$ cat src/rtl/seq_sched.sv
// Sequence scheduler: visits masked sources in ascending order and captures their terms into an output FIFO.
// Optional abort input is enabled by defining SEQ_SCHED_ABORT_EN.
module seq_sched #(
  parameter int NSRC       = 8,
  parameter int FIFO_DEPTH = 4
) (
  input  logic              clk,
  input  logic              reset,
  input  logic              start,
  input  logic [NSRC-1:0]   req_mask,
  input  logic [3:0]        term_count,
  input  logic [8*NSRC-1:0] src_data,
  output logic [NSRC-1:0]   src_step,
  output logic [NSRC-1:0]   src_restart,
  output logic [7:0]        out_data,
  output logic [2:0]        out_src,
  output logic              out_valid,
  input  logic              out_ready,
`ifdef SEQ_SCHED_ABORT_EN
  input  logic              abort,
`endif
  output logic              busy,
  output logic              done
);

  localparam int SW = $clog2(NSRC);
  localparam int AW = $clog2(FIFO_DEPTH);
  localparam int EW = SW + 8;

  typedef enum logic [2:0] {
    S_IDLE, S_RESTART, S_CAPTURE, S_STEP, S_NEXT, S_DRAIN, S_DONE
  } state_t;

  state_t            state, state_next;
  logic [NSRC-1:0]   mask_lat, mask_next;
  logic [3:0]        tc_lat, tc_next;
  logic [SW-1:0]     sel, sel_next;
  logic [4:0]        term_cnt, term_next;
  logic [EW-1:0]     mem [FIFO_DEPTH];
  logic [AW-1:0]     wr_ptr, rd_ptr;
  logic [AW:0]       count;
  logic              full, push, pop, abort_hit;
  logic [SW-1:0]     lowest, above;
  logic              found_above;
  logic [4:0]        term_limit;
  logic              last_term;
  logic [EW-1:0]     head;

`ifdef SEQ_SCHED_ABORT_EN
  assign abort_hit = abort && (state != S_IDLE);
`else
  assign abort_hit = 1'b0;
`endif

  assign full       = (count == (AW+1)'(FIFO_DEPTH));
  assign out_valid  = (count != '0);
  assign pop        = out_valid && out_ready && !abort_hit;
  assign busy       = (state != S_IDLE);
  assign head       = mem[rd_ptr];
  assign out_data   = out_valid ? head[7:0] : 8'd0;
  assign out_src    = out_valid ? 3'(head[EW-1:8]) : 3'd0;
  assign term_limit = (tc_lat == 4'd0) ? 5'd16 : {1'b0, tc_lat};
  assign last_term  = ((term_cnt + 5'd1) == term_limit);

  // Lowest requested source at start, and next latched source strictly above sel.
  always_comb begin
    lowest      = '0;
    above       = '0;
    found_above = 1'b0;
    for (int i = NSRC - 1; i >= 0; i--) begin
      if (req_mask[i]) lowest = SW'(i);
    end
    for (int i = NSRC - 1; i >= 0; i--) begin
      if (mask_lat[i] && (i > int'(sel))) begin
        above       = SW'(i);
        found_above = 1'b1;
      end
    end
  end

  always_comb begin
    state_next  = state;
    mask_next   = mask_lat;
    tc_next     = tc_lat;
    sel_next    = sel;
    term_next   = term_cnt;
    push        = 1'b0;
    src_step    = '0;
    src_restart = '0;
    done        = 1'b0;
    case (state)
      S_IDLE: begin
        if (start) begin
          if (req_mask != '0) begin
            mask_next  = req_mask;
            tc_next    = term_count;
            sel_next   = lowest;
            state_next = S_RESTART;
          end else begin
            state_next = S_DONE;
          end
        end
      end
      S_RESTART: begin
        src_restart[sel] = 1'b1;
        term_next        = '0;
        state_next       = S_CAPTURE;
      end
      S_CAPTURE: begin
        if (!full) begin
          push       = 1'b1;
          term_next  = term_cnt + 5'd1;
          state_next = last_term ? S_NEXT : S_STEP;
        end
      end
      S_STEP: begin
        src_step[sel] = 1'b1;
        state_next    = S_CAPTURE;
      end
      S_NEXT: begin
        if (found_above) begin
          sel_next   = above;
          state_next = S_RESTART;
        end else begin
          state_next = S_DRAIN;
        end
      end
      S_DRAIN: begin
        if (!out_valid) state_next = S_DONE;
      end
      S_DONE: begin
        done       = 1'b1;
        state_next = S_IDLE;
      end
      default: state_next = S_IDLE;
    endcase
    if (abort_hit) begin
      state_next  = S_IDLE;
      push        = 1'b0;
      src_step    = '0;
      src_restart = '0;
      done        = 1'b0;
    end
  end

  always_ff @(posedge clk or posedge reset) begin
    if (reset) begin
      state    <= S_IDLE;
      mask_lat <= '0;
      tc_lat   <= '0;
      sel      <= '0;
      term_cnt <= '0;
      wr_ptr   <= '0;
      rd_ptr   <= '0;
      count    <= '0;
    end else begin
      state    <= state_next;
      mask_lat <= mask_next;
      tc_lat   <= tc_next;
      sel      <= sel_next;
      term_cnt <= term_next;
      if (abort_hit) begin
        wr_ptr <= '0;
        rd_ptr <= '0;
        count  <= '0;
      end else begin
        if (push) wr_ptr <= wr_ptr + AW'(1);
        if (pop)  rd_ptr <= rd_ptr + AW'(1);
        case ({push, pop})
          2'b10:   count <= count + (AW+1)'(1);
          2'b01:   count <= count - (AW+1)'(1);
          default: count <= count;
        endcase
      end
    end
  end

  // Storage is left unreset; out_data/out_src are masked whenever the FIFO is empty.
  always_ff @(posedge clk) begin
    if (push) mem[wr_ptr] <= {sel, src_data[{sel, 3'b000} +: 8]};
  end

endmodule

$ cat config.mk
export PLATFORM = sky130hd
export DESIGN_NAME = seq_sched
export DESIGN_NICKNAME = d
export VERILOG_FILES = /design/src/rtl/seq_sched.sv
export SDC_FILE = /design/constraint.sdc
export NUM_CORES = 1
export LEC_CHECK = 0
export BUFFER_PORTS_ARGS = -buffer_cell sky130_fd_sc_hd__buf_2
export CAP_MARGIN = 15
export CORE_ASPECT_RATIO = 1.5
export CORE_MARGIN = 2
export CORE_UTILIZATION = 30
export DETAILED_ROUTE_END_ITERATION = 6
export SYNTH_ARGS = -nofsm -noshare
export SYNTH_HDL_FRONTEND = slang
export SYNTH_SLANG_ARGS = --single-unit
$ cat constraint.sdc
create_clock -name clk -period 2.5 [get_ports clk]
set_clock_uncertainty 0.1 [all_clocks]
set_input_delay 0.5 -clock clk [delete_from_list [all_inputs] [get_ports clk]]
set_output_delay 0.5 -clock clk [all_outputs]
set_load 0.01 [all_outputs]
=== Word-level counts from Yosys, hierarchy flattened ===
Memory sizes are Yosys's and may differ from the RTL's.
Cells that the tools add are included.

* Flip-flop bits (word level): 30
* Memory bits (writable): 44
* Word-level logic and storage cells: 109
* Output and inout bits: 30
* ROM bits: 0
* Memories kept: 1
* Bits in latches: 0

* Mux-type cells: 48
* $lt $le $gt $ge: 9
* Reduce and logical (&&, ||, !) cells: 22
* Equal/unequal tests: 15
* Multiply operators: 0
* Div/mod/pow operators: 0
* Shift-type cells: 1
* Bitwise gates (word level): 0
* $add $sub $neg: 5

{| class="wikitable"
|+ Memory list
! memory !! depth !! width !! read ports !! clocked after Yosys merged registers in !! wr ports !! RTL line !! source
|-
| mem || 4 || 11 || 1 || 0 || 1 || 39 || <nowiki>logic [EW-1:0] mem [FIFO_DEPTH];</nowiki>
|}

{| class="wikitable"
|+ Operators by type and width
! operator !! number
|-
| 2-to-1 mux 3 bit || 25
|-
| indexed part select 64 x 7 -> 8 bit || 1
|-
| 2-to-1 mux 8 bit || 3
|-
| one-hot mux 3 bit (5 select lines) || 1
|-
| 2-to-1 mux 1 bit || 13
|-
| equality test 3 bit (second input constant) || 4
|-
| > comparator 3 bit (first input constant) || 4
|-
| one-hot mux 3 bit (2 select lines) || 2
|-
| 2-to-1 mux 5 bit || 2
|-
| != test 2 bit (second input constant) || 5
|-
| one-hot mux 5 bit (2 select lines) || 1
|-
| logical AND 1 bit || 9
|-
| nonzero test 8 bit || 1
|-
| equality test 3 x 2 -> 1 bit (second input constant) || 2
|-
| > comparator 2 x 3 -> 1 bit (first input constant) || 2
|-
| AND reduction 3 bit || 2
|-
| nonzero test 2 bit || 3
|-
| nonzero test 3 bit || 2
|-
| adder 5 x 1 -> 5 bit (second input constant) || 1
|-
| equality test 5 bit || 1
|-
| adder 2 x 1 -> 2 bit (second input constant) || 2
|-
| logical NOT 4 bit || 1
|-
| < comparator 3 x 4 -> 1 bit (second input constant) || 1
|-
| AND reduction 4 bit || 1
|-
| 11 further kinds || 11
|}

=== Logic depth before layout (Yosys ltp) ===
* Depth after elaboration: 11
* Gate-level depth with buffers: 10
* Gate-level depth less buffers: 9

=== Worst setup path after synthesis ===
Ideal clock, no wire load.

* Kind: reg2reg
* Start point: register state[0]
* End point: register count[2]
* Data required time: 2.275 ns
* Period minus slack after synthesis: 2.371 ns
* Library setup time: 0.125 ns
* Cell stages (with the launch flop): 11
* Setup slack: 0.129 ns
* Arrival: 2.145 ns
* Cell sequence: dfrtp_1 > clkbuf_1 > or3b_2 > nor2_2 > inv_1 > ha_1 > inv_1 > fa_1 > xor2_1 > nor2_1 > xor2_1

* Longest elaborated chain between the ends: 4
* Elaborated cells between the ends (all ways): 6

{| class="wikitable"
|+ Ends and longest elaborated chain
! element !! RTL line !! source
|-
| start, declared || 34 || <nowiki>state_t state, state_next;</nowiki>
|-
| start signal, assigned || 157 || <nowiki>state <= state_next;</nowiki>
|-
| equality test 3 x 2 -> 1 bit * || 91 || <nowiki>case (state)</nowiki>
|-
| 2-to-1 mux 1 bit * || 91 ||
|-
| equality test 2 x 1 -> 1 bit or equality test 2 bit (tied branches) || 169 || <nowiki>case ({push, pop})</nowiki>
|-
| one-hot mux 3 bit (2 select lines) or nonzero test 2 bit (tied branches) || -- ||
|-
| end signal, assigned || 170 || <nowiki>2'b10: count <= count + (AW+1)'(1);</nowiki>
|-
| end signal, assigned || 171 || <nowiki>2'b01: count <= count - (AW+1)'(1);</nowiki>
|-
| end signal, assigned || 172 || <nowiki>default: count <= count;</nowiki>
|-
| end, declared || 41 || <nowiki>logic [AW:0] count;</nowiki>
|}

Mark *: on every way between the ends. The rest lies on a longest branch, timed or not.
A chain may end at the register's enable or synchronous reset.

=== Final worst setup path ===
* Start point: register rd_ptr[1]
* End point: output port out_data[5]

* Longest elaborated chain between the ends: 2

{| class="wikitable"
|+ Ends and longest elaborated chain
! element !! RTL line !! source
|-
| start, declared || 40 || <nowiki>logic [AW-1:0] wr_ptr, rd_ptr;</nowiki>
|-
| start signal, assigned || 168 || <nowiki>if (pop) rd_ptr <= rd_ptr + AW'(1);</nowiki>
|-
| memory read (4 x 11 bit) || -- ||
|-
| 2-to-1 mux 8 bit || 60 || <nowiki>assign out_data = out_valid ? head[7:0] : 8'd0;</nowiki>
|-
| end, declared || 15 || <nowiki>output logic [7:0] out_data,</nowiki>
|}

Every way passes these cells.

==> metrics.txt <==
clk root buf=sky130_fd_sc_hd__clkbuf_16; startpoint type of the worst setup path=flip-flop; Max transition margin=59.7%; post-synthesis async set-or-reset flop share=39.7%; Leak Pwr=~2.1 nW; Core ar.=0.0134 mm²; total negative slack for setup checks=0 ps; average vias per placed instance=5.03; share of total power in the clock network=approximately a fifth; number of violations of the max-capacitance limit=0; utilization after layout=38.9%; Post-DP HPWL=7980 µm; clk sinks=73; fill cell instance count of the final layout=1,343; P&R area growth vs syn=27.9%; Syn Std Cell Area=just over 0.004 mm²; slew at the pin closest to its max-slew limit=604 ps; distinct cell type count after synthesis=58; vias in the first global route=~3,300; TritonCTS Buffers=9; clock network latency to the later pin of the worst-skew pair=between 300 and 400 ps; net count reported at finish=~550; data arrival at the endpoint of the critical path=1800 ps; aggregate global-route resource usage=14.7%; Hold-fix buffers, CTS=0; share of layout cells above drive strength 1=41.3%; wire length after detailed routing=10,500 µm; largest vdd supply drop=0.504 mV; DR WL/cell=16.7 µm; number of vias after detailed routing=between 3,000 and 4,000; run status=completed; delay contributed by the slowest stage of the critical path=730 ps; DIE AREA=around 0.015 mm²; flops & latches, synth=73; diodes inserted=0; depth of the CTS H-tree=3; Max clock buf depth=2; cell taking the most area after synthesis=sky130_fd_sc_hd__edfxtp_1; share of power burned in registers=33.9%; maximum number of pins on one net before global-route repair=30; placed cell count=about 620; number of placed I/O pins=110; Combinational Power Share=46.3%; crit path capture type=output pin; Avg Cell Area, Syn=11.8 µm²; net switching component of the power=~0.0025 W; Crit Path Max Fanout=12; floorplan row count=52; floorplan die height=147 µm; mux share of post-synthesis cell area=between 10% and 20%; fin. max-slew vios=0; clock transition at the register clock pins on the worst setup and hold paths after CTS=60 ps; first-pass GRT wire length=16,700 µm; number of routed nets with antenna violations=0; Adder-Cell Fraction of Synth Area=2.33%; cell types with the largest area share after synthesis=sky130_fd_sc_hd__edfxtp_1, sky130_fd_sc_hd__dfrtp_1, sky130_fd_sc_hd__mux4_2; final critical delay including setup and external delays=2400 ps; predominant post-synthesis flop cell=sky130_fd_sc_hd__edfxtp_1; XOR/XNOR Fraction of Synth Area=under 10%; Power per Cell Area=1290 mW/mm²; Residual DRC=0; final estimated routing congestion in global placement=0.823; quantity of I/O buffers inserted on ports=109; number of enable-type register cells in the synthesized netlist=44; portion of synthesized cell area occupied by the leading cell type=between 30% and 40%; hold violation total from the final report=0; die boundary width=99.2 µm; global route overflow=0; simple-gate share of the synthesized area=15.0%; chain of cells forming the critical path=mux4_2 -> and2_1 -> buf_2; post-route setup slack=95.8 ps; RSZ-0062 raised after global routing=no; Gate Count Post-Synth=345; number of warnings issued by yosys=0; clock tree from TritonCTS=done; final instance count without filler cells=632; required time reported for the critical path endpoint=1900 ps; number of antenna violations at the first check in global routing=0; peak clock frequency supported by timing=between 0.4 and 0.5 GHz; path class of the lowest-slack min-delay path=primary input to asynchronous set/reset pin; switching part of the total=around 38%; number of iterations in the first detailed-routing pass=4; Critical Path Slowest Stage Cell=sky130_fd_sc_hd__dfrtp_1; post-synthesis compound-gate area fraction=~11%; share of the yosys chip area belonging to registers=between 50% and 60%; category of the most critical setup path=flip-flop to output pin; net count after synthesis=432; Internal Pwr Total=0.00416 W; share of the cycle needed by the critical path after routing=96.2%; pre-CTS WS=222 ps; number of DRC violations after detailed-routing iteration 0=153; main combinational cell family by area after synthesis=simple AND/OR/NAND/NOR gates; Setup violations, final=0; starting utilization of the core area=30.4%
[per-layer routing]
metal,vias up,track usage (%),routed length (µm)
met2,95,25.9,5570
met4,0,6.92,218
met3,14,3.33,483
met1,1535,16.8,4260
met5,-,0,0
li1,1532,-,-
[cells in the final DEF (no fill, tap or decap), drive strengths merged, types with 6 or more instances in the layout]
master	instances
a21oi	15
a221oi	11
and2	18
buf	129
clkbuf	9
dfrtp	29
edfxtp	44
ha	6
inv	18
mux2	21
mux4	13
nand2	19
nand3	7
nor2	28
nor3	12
o21ai	14
xnor2	7
xor2	6
[cells by family after synthesis]
| kind of cell | count (synthesis) |
|---|---|
| flip-flops | 73 |
| multiplexers | 39 |
| AO/OA/AOI/OAI | 66 |
| buffers and inverters | 35 |
| adder cells (fa/ha/maj) | 7 |
| AND/OR/NAND/NOR | 111 |
| XOR/XNOR | 14 |
[timing repair]
item,4_1_cts,5_1_grt
hold endpoints to repair,0,0
gates resized for setup,1,2
endpoints found under the setup margin,2,3
setup buffers,0,0
[through the flow]
stage          instance area (µm²)  hold WS, ps  power, W
2_1_floorplan                 4080          356   0.00439
3_3_place_gp                  4900          375   0.00536
3_5_place_dp                  4900          391   0.00544
4_1_cts                       5210          139   0.00678
5_1_grt                       5210          174   0.00718
6_report                      5210          130   0.00670
[state kept, by name, summed over array words and instances, names as in the netlist]
name      flops
wr_ptr        2
count         3
tc_lat        4
rd_ptr        2
sel           3
mask_lat      7
term_cnt      5
state         3
mem          44
[final timing paths]
| check | slack (ps) | to | cells past startpoint | startpoint |
|---|---|---|---|---|
| worst max-delay path | 100 | out_data[5] | 3 | rd_ptr[1] |
| worst min-delay path | 130 | tc_lat[2] | 3 | reset |
| worst max register to register | 200 | count[2] | 9 | state[2] |
| worst min register to register | 400 | count[2] | 1 | count[2] |
| max in group asynchronous | 1860 | sel[1] | 3 | reset |
| min in group clk | 290 | tc_lat[3] | 2 | term_count[3] |
[power by group through the flow]
stage | Combinational [W] | Sequential, W | Clock (W)
2_1_floorplan | 0.00227 | 0.00212 | 0
3_3_place_gp | 0.00309 | 0.00227 | 0
3_5_place_dp | 0.00314 | 0.00230 | 0
4_1_cts | 0.00316 | 0.00227 | 0.00135
5_1_grt | 0.00344 | 0.00233 | 0.00140
6_report | 0.00310 | 0.00227 | 0.00132
[cells in the mapped netlist (all sizes together), types with 2 or more instances]
cell	number
nor2	28
edfxtp	44
ha	6
o22ai	2
mux4	13
a22oi	5
nor3	12
xnor2	7
mux2i	5
nand3b	2
mux2	21
o21ai	14
nor3b	3
o31ai	2
xor2	6
a31oi	2
inv	14
buf	12
nand2	19
nand2b	5
a21oi	15
clkbuf	8
nor2b	4
and2	18
o221ai	3
or2	2
or3b	2
nor4	4
dfrtp	29
a221oi	11
or4	2
nand3	7
a2bb2oi	2
[final cells by class]
class / count / area (µm²) / area share, %
clock buffers: 9 / 225 / 4.32
well taps: 162 / 203 / 3.89
multi-input cells: 237 / 1870 / 35.9
flip-flops and latches: 73 / 2050 / 39.3
inverters: 15 / 56.3 / 1.08
clock inverters: 7 / 85.1 / 1.63
repair buffers: 129 / 721 / 13.8
[critical path: cells and delay by family, from the launching register on]
kind	cells	cell delay, ps
and+or+nand+nor	1	180
muxes	1	430
DFF	1	730
buffers and inverters	1	130
No activity file was read; power rests on OpenSTA's default activity.
